--- config.mk ---
export PLATFORM = sky130hd
export DESIGN_NAME = decode_stage
export DESIGN_NICKNAME = d
export VERILOG_FILES = /design/src/rtl/decode_stage.sv
export SDC_FILE = /design/constraint.sdc
export NUM_CORES = 2
export LEC_CHECK = 0
export BUFFER_PORTS_ARGS = -buffer_cell sky130_fd_sc_hd__buf_2
export CORE_UTILIZATION = 40
export CTS_CLUSTER_SIZE = 40
export DETAILED_ROUTE_END_ITERATION = 10
export SLEW_MARGIN = 10
export SYNTH_ARGS = -nofsm -noshare
export SYNTH_HDL_FRONTEND = slang
export SYNTH_SLANG_ARGS = --single-unit
--- constraint.sdc ---
create_clock -name clk -period 1.91 [get_ports clk]
set_input_delay 0.0955 -clock clk [delete_from_list [all_inputs] [get_ports clk]]
set_output_delay 0.0955 -clock clk [all_outputs]
set_load 0.03 [all_outputs]
--- src/rtl/decode_stage.sv ---
// MIPS ID stage: register file, control decode, load-use hazard
// detection and the ID/EX pipeline register.
package decode_pkg;
  typedef struct packed {
    logic [1:0]  wb;
    logic [2:0]  m;
    logic [3:0]  ex;
    logic [31:0] pc4;
    logic [31:0] rd1;
    logic [31:0] rd2;
    logic [31:0] sext;
    logic [4:0]  rs;
    logic [4:0]  rt;
    logic [4:0]  rd;
  } id_ex_t;
endpackage

module decode_stage
  import decode_pkg::*;
(
  input  logic        clk,
  input  logic        rst_n,
  input  logic [31:0] in_instruction,
  input  logic [31:0] in_incremented_PC,
  input  logic        wb_reg_write,
  input  logic [4:0]  wb_write_reg,
  input  logic [31:0] wb_write_data,
  input  logic        ex_mem_read,
  input  logic [4:0]  ex_rt,
  input  logic        flush,
  output logic        pc_write,
  output logic        if_id_write,
  output logic [1:0]  out_WB,
  output logic [2:0]  out_M,
  output logic [3:0]  out_EX,
  output logic [31:0] out_incremented_PC,
  output logic [31:0] out_regData1,
  output logic [31:0] out_regData2,
  output logic [31:0] out_sign_extended_offset,
  output logic [4:0]  out_rs,
  output logic [4:0]  out_rt,
  output logic [4:0]  out_rd
);

  logic [5:0]  opcode;
  logic [4:0]  rs, rt, rd;
  logic [31:0] rf_q [32];
  logic        wr_en;
  logic [31:0] rd1, rd2;
  logic [8:0]  ctl;
  logic        stall, bubble;
  id_ex_t      idex_d, idex_q;

  assign opcode = in_instruction[31:26];
  assign rs     = in_instruction[25:21];
  assign rt     = in_instruction[20:16];
  assign rd     = in_instruction[15:11];
  assign wr_en  = wb_reg_write && (wb_write_reg != 5'd0);

  always_ff @(posedge clk or negedge rst_n) begin
    if (!rst_n) begin
      for (int i = 0; i < 32; i++) rf_q[i] <= '0;
    end else if (wr_en) begin
      rf_q[wb_write_reg] <= wb_write_data;
    end
  end

  // Write-through so a same-cycle write-back needs no stall
  always_comb begin
    rd1 = rf_q[rs];
    rd2 = rf_q[rt];
    if (wr_en && wb_write_reg == rs) rd1 = wb_write_data;
    if (wr_en && wb_write_reg == rt) rd2 = wb_write_data;
    if (rs == 5'd0) rd1 = '0;
    if (rt == 5'd0) rd2 = '0;
  end

  // ctl = {WB[1:0], M[2:0], EX[3:0]}
  always_comb begin
    ctl = '0;
    unique case (1'b1)
      opcode == 6'h00: ctl = 9'b10_000_1010;
      opcode == 6'h23: ctl = 9'b11_010_0001;
      opcode == 6'h2B: ctl = 9'b00_001_0001;
      opcode == 6'h04: ctl = 9'b00_100_0100;
      opcode == 6'h08: ctl = 9'b10_000_0001;
      default:         ctl = '0;
    endcase
  end

  assign stall = ex_mem_read && (ex_rt != 5'd0) &&
                 ((ex_rt == rs) || (ex_rt == rt));
  assign bubble      = stall || flush;
  assign pc_write    = flush || !stall;
  assign if_id_write = flush || !stall;

  always_comb begin
    idex_d      = '0;
    idex_d.wb   = bubble ? 2'b0 : ctl[8:7];
    idex_d.m    = bubble ? 3'b0 : ctl[6:4];
    idex_d.ex   = bubble ? 4'b0 : ctl[3:0];
    idex_d.pc4  = in_incremented_PC;
    idex_d.rd1  = rd1;
    idex_d.rd2  = rd2;
    idex_d.sext = {{16{in_instruction[15]}}, in_instruction[15:0]};
    idex_d.rs   = rs;
    idex_d.rt   = rt;
    idex_d.rd   = rd;
  end

  always_ff @(posedge clk or negedge rst_n) begin
    if (!rst_n) idex_q <= '0;
    else        idex_q <= idex_d;
  end

  assign out_WB                   = idex_q.wb;
  assign out_M                    = idex_q.m;
  assign out_EX                   = idex_q.ex;
  assign out_incremented_PC       = idex_q.pc4;
  assign out_regData1             = idex_q.rd1;
  assign out_regData2             = idex_q.rd2;
  assign out_sign_extended_offset = idex_q.sext;
  assign out_rs                   = idex_q.rs;
  assign out_rt                   = idex_q.rt;
  assign out_rd                   = idex_q.rd;

endmodule

[Word-level counts from Yosys, hierarchy flattened]
Index checks and enable logic that the tools add are counted.
Storage, ports and cells
  memories: 0
  latch bits: 0
  bits in writable memories: 0
  input port bits: 111
  memory bits (read-only): 0
  register bits after elaboration: 1160
Cells by class
  equal/unequal tests: 8
  $mul: 0
  bitwise gates (word level): 3
  reduce and logical (&&, ||, !) cells: 15
  shifts and indexed selects: 0
  divide/modulo/power cells: 0
  mux-type cells: 17
  magnitude comparators: 4
  add/sub/neg operators: 0
Operators with widths (number)
  $bwmux W1024: 1
  $bmux W32 S5: 2
  $mux W32: 9
  $demux W32 S5: 1
  $pmux W9 S5: 1
  $eq A5 B5 Y1: 4
  $ge A6 B6 Y1 const B: 3
  $not A5 Y6: 3
  $eq A6 B6 Y1 const B: 2
  $logic_not A5 Y1: 2
  $reduce_bool A5 Y1: 2
  $eq A6 B3 Y1 const B: 1
  $eq A6 B4 Y1 const B: 1
  $logic_and A1 B1 Y1: 6
  $logic_not A6 Y1: 1
  $lt A6 B1 Y1 const B: 1
  $mux W4: 1
  $logic_or A1 B1 Y1: 3
  $mux W3: 1
  $mux W2: 1
  $logic_not A1 Y1: 1

[Longest topological paths before layout]
  depth in word-level cells: 6
  mapped depth: 9
  mapped depth without buffers: 5

[Worst setup path after synthesis]
Ideal clock, no wire load.
  kind: in2out
  start point: input in_instruction[21]
  end point: output pc_write
  path slack: -26 ps
  cell stages on the path: 9
  arrival time: 1841 ps
  path buffers: 5
  cell sequence: buf_4 > buf_6 > buf_4 > buf_6 > xor2_1 > nor3_1 > a22oi_1 > or3_1 > buf_4
On the way
  cells in the longest elaborated chain, start to end: 5
Ends and longest elaborated chain
  start: declaration: line 23  | input logic [31:0] in_instruction,
  $eq A5 B5 Y1: line 92  | ((ex_rt == rs) || (ex_rt == rt));
  $logic_or A1 B1 Y1: line 92
  $logic_and A1 B1 Y1: line 91  | assign stall = ex_mem_read && (ex_rt != 5'd0) &&
  $logic_not A1 Y1
  $logic_or A1 B1 Y1
  end: declaration: line 31  | output logic pc_write,
Every way passes these cells.

==> results_dict.tcl <==
set metrics [dict create \
    postRouteWirelength_um 210000 \
    cells_along_the_critical_path "mux4_2, mux2i_4, a2111oi_4, buf_4, a311oi_2, a211oi_1, buf_4" \
    end_kind "flop" \
    critPathArrivalTime_ps 2580 \
    worst_clock_skew_ps 30.7 \
    yosys-mux-area-fraction 0.391 \
    number_of_cts_inserted_buffers 136 \
    ys_seq_elements 1152 \
    setup.worst_path.class "reg -> reg" \
    netlist_area_um2 58500 \
    reg2reg_slack_ps 2 \
    worst_setup_path_start_kind "flop" \
    synth_most_common_cell "sky130_fd_sc_hd__dfrtp_1" \
    detail_route.vias_per_cell 6.22 \
    cts-root-to-sink-buffers 3 \
    insertion_delay_ps 810 \
    yosysUniqueCellTypes 56 \
    static_power_due_to_leakage_uw 0.0319 \
    fin_crit_ps 1910 \
    synth_fp_nets 4068 \
    max_frequency_mhz 524 \
    main_combinational_cell_family_by_area_after_synthesis "multiplexers" \
    drc 0 \
    core_area_um2 144000 \
    worst_r2r_path_depth 7 \
    worst-endpoint-required_ps 2580 \
    vias 40900 \
    ys_warn_count 0 \
    first_global_vias 41300 \
    yosys.area_share.xor_xnor 0.00300 \
    sum_of_internal_switching_and_leakage_power_uw 74200 \
    rr_endpoint "out_regData2[10]$_DFF_PN0_" \
    portBuffers 264 \
    final_core_utilization 0.501 \
    finish.net_count 4671 \
    synth-async-reset-ratio 1.00 \
    initial_core_util 0.405 \
    slew_viol_final 0 \
    setup_viols_final 0 \
    timing.critical_path.max_delay_family "multiplexers" \
    grt_setup_unrepaired "yes" \
    floorplan.die.height_um 384 \
    h-tree-depth 4 \
    avgSynthCellArea_um2 14.8 \
    wl_per_cell_um 32.0 \
    synthSimpleGateAreaFrac 0.0241 \
    synth.top_cells.by_count "1152 x sky130_fd_sc_hd__dfrtp_1, 1061 x sky130_fd_sc_hd__mux2_2, 401 x sky130_fd_sc_hd__mux4_2, 215 x sky130_fd_sc_hd__clkbuf_1, 185 x sky130_fd_sc_hd__mux2i_1" \
    post_synthesis_compound_gate_area_fraction 0.0508 \
    cp.buffers_inverters 2 \
    dieArea_um2 148000 \
    synthDominantCellAreaShare 0.493 \
    min-delay-path-class "in -> async" \
    layout_worst_path_cycle_share 0.999 \
    ys_seq_area_frac 0.493 \
    crit_path_top_delay_cell "sky130_fd_sc_hd__mux4_2" \
    peakVddDrop_uv 568 \
    crit_top_cell "sky130_fd_sc_hd__buf_4" \
    grt_max_degree 93 \
    grt_pass1_wl_um 303000 \
    antenna_violating_nets_post_route 0 \
    area_growth_pct 23.7 \
    p_per_area_nw_per_um2 1030 \
    synth_adder_area_share 0 \
    cts_tree "built" \
    cts.sink_count 1152 \
    max_slew.worst_pin.slew_ps 1020 \
    number_of_antenna_violations_at_the_first_check_in_global_routing 4 \
    drt_iter0_markers 4031 \
    top_level_ports 265 \
    postSynth.topFlopCell "sky130_fd_sc_hd__dfrtp_1" \
    rows 139 \
    groute.usage.overall 0.285 \
    critical_path_peak_fanout 3 \
    path_clk_slew_ps 60 \
    firstDrtPassIters 6 \
    cts_root_buf "sky130_fd_sc_hd__clkbuf_16" \
    synthCells 3957 \
    synth_edf_count 0 \
    run_status "finished, final reports clean" \
    synth_area_leaders "sky130_fd_sc_hd__dfrtp_1 49%, sky130_fd_sc_hd__mux2_2 20%, sky130_fd_sc_hd__mux4_2 15%" \
    finalHoldViolations 0 \
    timing.critical_path.slowest_cell_delay_ps 510 \
    fin_tns_setup_ps 0 \
    place.gp.congestion 0.870 \
    r2r-start "rf_q[362]$_DFFE_PN0P_" \
    dieWidth_um 384 \
    max-slew-margin-rel 0.320 \
    gr-total-overflow 0 \
    nFillCells 12300 \
    hpwl_um 135000 \
    final_layout_size_suffix_gt1_frac 0.542 \
    synth_top_cell_by_area "sky130_fd_sc_hd__dfrtp_1" \
    cap_violations 0 \
]
[worst register-to-register path, cell delays in order, from the launching register on]
cell and delay (ps):
sky130_fd_sc_hd__dfrtp_1 400, sky130_fd_sc_hd__mux4_2 510, sky130_fd_sc_hd__mux2i_4 200, sky130_fd_sc_hd__a2111oi_4 110, sky130_fd_sc_hd__buf_4 160, sky130_fd_sc_hd__a311oi_2 170
sky130_fd_sc_hd__a211oi_1 100, sky130_fd_sc_hd__buf_4 150
[registers in the layout, summed over array words and instances (netlist names)]
register                  cells
out_EX                        3
out_regData1                 32
out_regData2                 32
out_rt                        5
out_rd                        4
out_WB                        1
rf_q                       1024
out_M                         2
out_rs                        5
out_sign_extended_offset     12
out_incremented_PC           32
[cell usage in the layout (no fill, tap or decap), types with 15 or more instances in the layout]
cell | Yosys | final
sky130_fd_sc_hd__a22oi_1 | 92 | 92
sky130_fd_sc_hd__clkinv_2 | 0 | 19
sky130_fd_sc_hd__nand2_1 | 71 | 56
sky130_fd_sc_hd__a21oi_1 | 31 | 31
sky130_fd_sc_hd__nor3_1 | 47 | 46
sky130_fd_sc_hd__nand3_1 | 25 | 25
sky130_fd_sc_hd__clkbuf_1 | 215 | 23
sky130_fd_sc_hd__a211oi_1 | 19 | 18
sky130_fd_sc_hd__dfrtp_1 | 1152 | 1152
sky130_fd_sc_hd__buf_4 | 54 | 354
sky130_fd_sc_hd__a32o_1 | 26 | 24
sky130_fd_sc_hd__o21ai_0 | 19 | 19
sky130_fd_sc_hd__o221ai_1 | 40 | 40
sky130_fd_sc_hd__buf_2 | 118 | 256
sky130_fd_sc_hd__mux2i_1 | 185 | 184
sky130_fd_sc_hd__nand2_2 | 0 | 15
sky130_fd_sc_hd__nor2_1 | 62 | 43
sky130_fd_sc_hd__clkbuf_16 | 0 | 138
sky130_fd_sc_hd__mux4_2 | 401 | 401
sky130_fd_sc_hd__o22ai_1 | 56 | 55
sky130_fd_sc_hd__a221oi_1 | 34 | 33
sky130_fd_sc_hd__nor2_4 | 0 | 19
sky130_fd_sc_hd__buf_12 | 0 | 154
sky130_fd_sc_hd__a221o_1 | 25 | 25
sky130_fd_sc_hd__clkbuf_8 | 0 | 31
sky130_fd_sc_hd__dlygate4sd3_1 | 0 | 152
sky130_fd_sc_hd__mux2_2 | 1061 | 1060
[power breakdown]
| group | leakage [µW] | internal (µW) | total [µW] | switching, µW |
|---|---|---|---|---|
| registers | 0.0147 | 28800 | 32200 | 3350 |
| clock network | 0.00228 | 16000 | 27100 | 11100 |
| logic | 0.0149 | 8630 | 14900 | 6310 |
[kinds of logic after synthesis]
family                    after synthesis
and+or+nand+nor                       286
DFF                                  1152
buffers and inverters                 463
AOI/OAI and AO/OA                     389
xor gates and xnor gates               20
muxes                                1647
[stage by stage]
stage          hold WS, ps  instances  setup WS (ps)  area (µm²)
3_3_place_gp          22.3       6168           -394       65900
6_report              67.5       6574           1.77       72300
2_1_floorplan         -200       3957           22.3       58500
4_1_cts               22.3       6566          -32.8       72100
5_1_grt               47.2       6569          -60.4       72300
3_5_place_dp          14.9       6168           -369       65900
[how the worst max path moves through the flow]
stage	startpoint	endpoint	slack, ps	cells after the start
floorplan	in_instruction[21]	out_regData1[13]$_DFF_PN0_	20	7
global placement	in_instruction[16]	out_regData2[18]$_DFF_PN0_	-390	10
detailed placement	in_instruction[20]	out_regData2[10]$_DFF_PN0_	-370	10
CTS	rf_q[362]$_DFFE_PN0P_	out_regData2[10]$_DFF_PN0_	-30	7
global route	rf_q[394]$_DFFE_PN0P_	out_regData2[10]$_DFF_PN0_	-60	7
finish	rf_q[362]$_DFFE_PN0P_	out_regData2[10]$_DFF_PN0_	2	7
[metal layers]
layer,up-vias,GRT usage,routed length [µm]
met4,4,0.0891,6110
met5,-,0,27
met2,1857,0.436,97100
li1,16400,-,-
met1,22200,0.405,90300
met3,348,0.0621,16700
[what timing repair did]
| action | 4_1_cts | 5_1_grt |
|---|---|---|
| hold buffers | 153 | 0 |
| setup endpoints to repair | 5 | 11 |
| buffers inserted | 1 | 2 |
| resized for setup | 11 | 17 |
| gates cloned | 0 | 1 |
| endpoints found under the hold margin | 2179 | 0 |
| pin swaps | 2 | 3 |
[final cells by class]
class,count,area (µm²),share of cell area
flip-flops and latches,1152,28800,0.399
multi-input cells,2342,27700,0.384
repair buffers,923,8670,0.120
clock buffers,191,3940,0.0545
well taps,1903,2380,0.0329
clock inverters,53,698,0.00966
inverters,5,18.8,0.000260
diodes,5,12.5,0.000173
No activity file was read; power rests on OpenSTA's default activity.
